File: config.mk
export PLATFORM = sky130hd
export DESIGN_NAME = mcpu_ram_arbiter
export DESIGN_NICKNAME = d
export VERILOG_FILES = /design/src/rtl/mcpu_pkg.sv /design/src/rtl/mcpu_line_buffer.sv /design/src/rtl/mcpu_ram_arbiter.sv
export SDC_FILE = /design/constraint.sdc
export NUM_CORES = 1
export LEC_CHECK = 0
export CORE_MARGIN = 1.5
export CORE_UTILIZATION = 38
export CTS_CLUSTER_DIAMETER = 100
export DETAILED_ROUTE_END_ITERATION = 16
export PLACE_DENSITY = 0.66
export SYNTH_ARGS = -nofsm -noshare
export SYNTH_HDL_FRONTEND = slang
export SYNTH_SLANG_ARGS = --single-unit
File: constraint.sdc
create_clock -name clk -period 6.3 [get_ports clk]
set_input_delay 1.89 -clock clk [delete_from_list [all_inputs] [get_ports clk]]
set_output_delay 1.89 -clock clk [all_outputs]
set_load 0.01 [all_outputs]
File: src/rtl/mcpu_pkg.sv
// mcpu_pkg: shared constants, FSM state type and framebuffer address helper for the RAM arbiter.
package mcpu_pkg;
  localparam int ADDR_BITS = 12;
  localparam int ROW_BITS = 7;
  localparam int WORDS_PER_LINE = 16;
  localparam int IDX_BITS = $clog2(WORDS_PER_LINE);
  localparam logic [ADDR_BITS-1:0] FB_BASE = 12'h800;
  typedef enum logic [1:0] {IDLE, FETCH, DRAIN} state_t;
  function automatic logic [ADDR_BITS-1:0] fb_addr(input logic [ROW_BITS-1:0] row, input logic [IDX_BITS-1:0] idx);
    logic [ROW_BITS+IDX_BITS-1:0] off;
    off = {row, idx};
    return FB_BASE + ADDR_BITS'(off);
  endfunction
endpackage

File: src/rtl/mcpu_line_buffer.sv
// mcpu_line_buffer: two-bank scanline store, one write port and one registered read port.
module mcpu_line_buffer
  import mcpu_pkg::*;
(
  input  logic                clk,
  input  logic                reset,
  input  logic                we,
  input  logic                wr_bank,
  input  logic [IDX_BITS-1:0] wr_idx,
  input  logic [31:0]         wr_data,
  input  logic                rd_bank,
  input  logic [IDX_BITS-1:0] rd_idx,
  output logic [31:0]         rd_data
);
  logic [31:0] mem [2*WORDS_PER_LINE];
  always_ff @(posedge clk)
    if (we) mem[{wr_bank, wr_idx}] <= wr_data;
  always_ff @(posedge clk or negedge reset)
    if (!reset) rd_data <= '0;
    else rd_data <= mem[{rd_bank, rd_idx}];
endmodule

File: src/rtl/mcpu_ram_arbiter.sv
// mcpu_ram_arbiter: shares the work RAM between the CPU (absolute priority) and a scanline prefetcher.
module mcpu_ram_arbiter
  import mcpu_pkg::*;
(
  input  logic                 clk,
  input  logic                 reset,
  input  logic                 cpu_req,
  input  logic                 cpu_we,
  input  logic [ADDR_BITS-1:0] cpu_addr,
  input  logic [31:0]          cpu_wdata,
  output logic [31:0]          cpu_rdata,
  output logic                 cpu_ack,
  input  logic                 line_start,
  input  logic [ROW_BITS-1:0]  line_row,
  input  logic [IDX_BITS-1:0]  pix_idx,
  output logic [31:0]          pix_word,
  input  logic                 clr_underrun,
  output logic                 underrun,
  output logic                 fetch_busy,
  output logic [ADDR_BITS-1:0] ram_addr,
  output logic                 ram_we,
  output logic [31:0]          ram_wdata,
  input  logic [31:0]          ram_rdata
);
  state_t state, state_n;
  logic [IDX_BITS-1:0] cnt, pidx;
  logic [ROW_BITS-1:0] row;
  logic bank_sel, pv, rd_pend, issue, last;
  logic [31:0] rd_hold;
  assign issue = (state == FETCH) && !cpu_req;
  assign last = cnt == IDX_BITS'(WORDS_PER_LINE - 1);
  assign ram_addr = cpu_req ? cpu_addr : (state == FETCH) ? fb_addr(row, cnt) : '0;
  assign ram_we = cpu_req & cpu_we;
  assign ram_wdata = cpu_wdata;
  // read data comes straight from the RAM in the ack cycle; writes leave the last read visible
  assign cpu_rdata = rd_pend ? ram_rdata : rd_hold;
  always_comb
    state_n = line_start ? FETCH : (issue && last) ? DRAIN : (state == DRAIN) ? IDLE : state;
  always_ff @(posedge clk or negedge reset)
    if (!reset) begin
      state <= IDLE;
      cnt <= '0;
      pidx <= '0;
      row <= '0;
      bank_sel <= 1'b0;
      pv <= 1'b0;
      rd_pend <= 1'b0;
      rd_hold <= '0;
      cpu_ack <= 1'b0;
      underrun <= 1'b0;
      fetch_busy <= 1'b0;
    end else begin
      state <= state_n;
      fetch_busy <= state_n != IDLE;
      cpu_ack <= cpu_req;
      rd_pend <= cpu_req & ~cpu_we;
      rd_hold <= cpu_rdata;
      pv <= issue & ~line_start;
      pidx <= cnt;
      cnt <= line_start ? '0 : issue ? cnt + IDX_BITS'(1) : cnt;
      underrun <= (line_start && state != IDLE) | (underrun & ~clr_underrun);
      if (line_start) begin
        bank_sel <= ~bank_sel;
        row <= line_row;
      end
    end
  // a writeback still in flight when the banks swap belongs to the old line and is dropped
  mcpu_line_buffer u_lb (
    .clk(clk),
    .reset(reset),
    .we(pv & ~line_start),
    .wr_bank(~bank_sel),
    .wr_idx(pidx),
    .wr_data(ram_rdata),
    .rd_bank(bank_sel),
    .rd_idx(pix_idx),
    .rd_data(pix_word)
  );
endmodule

==> results_dict.tcl <==
set metrics [dict create \
    synthArstFlopShare 0.0783 \
    max_stage_delay_ps 680 \
    synth_edf_count 1024 \
    synth_seq_cells 1111 \
    crit_chain "clkdlybuf4s50_1 > nor3b_2 > buf_4 > a22o_1 > clkdlybuf4s50_1" \
    fmax_mhz 176 \
    rr_startpoint "bank_sel" \
    drive_gt1_frac 0.119 \
    wl_per_cell_um 25.2 \
    critPathRequiredTime_ps 4410 \
    status "finished, final reports clean" \
    cts_buffers 109 \
    cts_resized 0 \
    port_buffers 140 \
    fin_crit_sh 0.899 \
    io-pin-count 205 \
    criticalPathCategory "input port to output pin" \
    synthAdderAreaFrac 0.000291 \
    start_util 0.383 \
    yosysWarnings 0 \
    end_kind "output pin" \
    place_congestion 0.805 \
    worst_pin_slew_ps 1170 \
    yosysMostFrequentCell "edfxtp_1" \
    num_vias 22600 \
    syn_area_per_cell_um2 17.7 \
    skew_ps 47.1 \
    post-route-min-period_ps 5670 \
    core-area_mm2 0.112 \
    grt_overflow_total 0 \
    fin_area_mm2 0.0500 \
    worst-path-max-fanout 18 \
    hold_depth 1 \
    initialDrtViolationCount 1988 \
    synthSimpleGateAreaFrac 0.0311 \
    yosys.area.top_type "edfxtp_1" \
    crit_top_cell "clkdlybuf4s50_1" \
    fill_cells 9563 \
    synth_top_area_share 0.715 \
    syn-instance-count 2435 \
    post-cts-setup-buffers 0 \
    synth_compound_gate_area_share 0.0486 \
    hpwl_um 61600 \
    finalHoldViolCount 0 \
    drv_cap 0 \
    clk_latency_ps 700 \
    setup_violations 0 \
    cts.sinks 1111 \
    dp_cells 4013 \
    synth.area.mux_share 0.130 \
    r2r_setup_slack_ps 3560 \
    finalPower_uw 16200 \
    htreeDepth 3 \
    std_cell_rows 123 \
    final_max_slew_viol_count 0 \
    power.density_mw_per_mm2 324 \
    synth-seq-area-share 0.765 \
    final_antenna_net_count 0 \
    grt_start_max_net_pins 115 \
    ys_types 39 \
    startpoint_type "input port" \
    arrival_ps 3780 \
    grt_setup_unrepaired "no" \
    die_area_mm2 0.115 \
    leakage_uw 0.0174 \
    slew_headroom 0.214 \
    synth_flop_cell "edfxtp_1" \
    vias_per_cell 5.35 \
    cts-root-buf "clkbuf_16" \
    finalWirelength_um 107000 \
    drc 0 \
    synth_nets 2529 \
    dieWidth_um 339 \
    holdPathEnd "rd_hold[14]" \
    cts_hold_buf 0 \
    hold_path.class "flop to flop" \
    die-height_um 339 \
    ff2ff_path_depth 3 \
    synth_top_family_by_area "multiplexers" \
    synthTopCellsByCount "edfxtp_1, mux2i_1, nand2_1, nand3_1" \
    final_cells 4222 \
    fin_nets 2718 \
    synth_xor_xnor_area_share 0.000814 \
    r2r-end "u_lb.mem[3][9]" \
    area_growth_pct 16.2 \
    grt_pass1_vias 23300 \
    cts_tree "yes" \
    irDropWorstVdd_v 0.000216 \
    cp_slowest_cell "clkdlybuf4s50_1" \
    clockBufferDepth 3 \
    finalSetupTns_ps 0 \
    ys_top_cells_by_area "edfxtp_1, mux2i_1, dfrtp_1" \
    path_clk_slew_ps 60 \
    antenna_found_initial 7 \
    placed_area_mm2 0.0465 \
    grt_usage 0.181 \
    min_from "rd_hold[14]" \
    grt_first_pass_wirelength_um 155000 \
    syn-cell-area_mm2 0.0430 \
    drtPass1Iterations 5 \
]
layer usage:
| layer | up-vias | global-route usage | wire length [um] |
|---|---|---|---|
| li1 | 9927 | - | - |
| met1 | 11700 | 0.246 | 45300 |
| met2 | 807 | 0.297 | 51200 |
| met3 | 153 | 0.0328 | 7330 |
| met4 | 2 | 0.0554 | 2630 |
| met5 | - | 0 | 13 |
power by group:
part | leakage, uW | total (uW) | internal [uW] | switching [uW]
Clock | 0.00169 | 6340 | 3550 | 2790
Combinational | 0.00548 | 1570 | 606 | 963
Sequential | 0.0102 | 8290 | 8220 | 73.5
cell usage in the layout, fill, tap and decap left out, types with 33 or more instances in the layout:
cell             netlist  layout
a21oi_1               96      96
a22o_1                75      75
a22oi_1               96      96
buf_4                 63      98
clkbuf_16              0     110
clkdlybuf4s50_1        0     138
dfrtp_1               87      86
edfxtp_1            1024    1024
mux2i_1              513     513
nand2_1              100      99
nand3_1               97      97
nor2_4                 0      33
cell type report:
class / instances / area [um2] / area share
clock inverter: 71 / 653 / 0.0131
inverter: 2 / 7.51 / 0.000150
timing repair buffer: 247 / 2330 / 0.0467
antenna: 3 / 7.51 / 0.000150
clock buffer: 135 / 2870 / 0.0573
tap: 1500 / 1880 / 0.0375
multi-input combinational: 1153 / 9320 / 0.186
sequential: 1111 / 32900 / 0.659
sequential cells by signal (all words and copies together) (netlist names):
register,count
pidx,4
cpu_ack,1
underrun,1
rd_pend,1
u_lb.mem,1024
pv,1
bank_sel,1
fetch_busy,1
cnt,4
u_lb.rd_data,32
state,2
row,7
rd_hold,32
worst max path at each step:
stage | start | endpoint | slack, ps | depth (start not counted)
after CTS | cpu_req | ram_addr[2] | 640 | 5
after global routing | cpu_req | ram_addr[3] | 560 | 5
after detailed placement | cpu_req | ram_addr[4] | 640 | 5
after global placement | cpu_req | ram_addr[2] | 700 | 5
after floorplan | cpu_req | ram_addr[10] | 1600 | 3
final | cpu_req | ram_addr[8] | 630 | 5
logic make-up after synthesis:
family          Yosys count
compound gates          304
simple gates            292
xor+xnor                  4
mux                     552
flops                  1111
fa+ha+maj                 1
buf+inv                 171
through the flow:
stage / hold WS (ps) / util / worst slack (ps)
global placement: 465 / 0.414 / 695
floorplan: 417 / - / 1600
finish: 480 / 0.445 / 634
CTS: 488 / 0.445 / 636
global route: 497 / 0.445 / 561
detailed placement: 473 / 0.414 / 635
critical path: cells and delay by family:
kind | cells | cell delay (ps)
AOI/OAI and AO/OA | 1 | 160
buffers and inverters | 3 | 1470
and+or+nand+nor | 1 | 250
No activity file was read; power rests on OpenSTA's default activity.
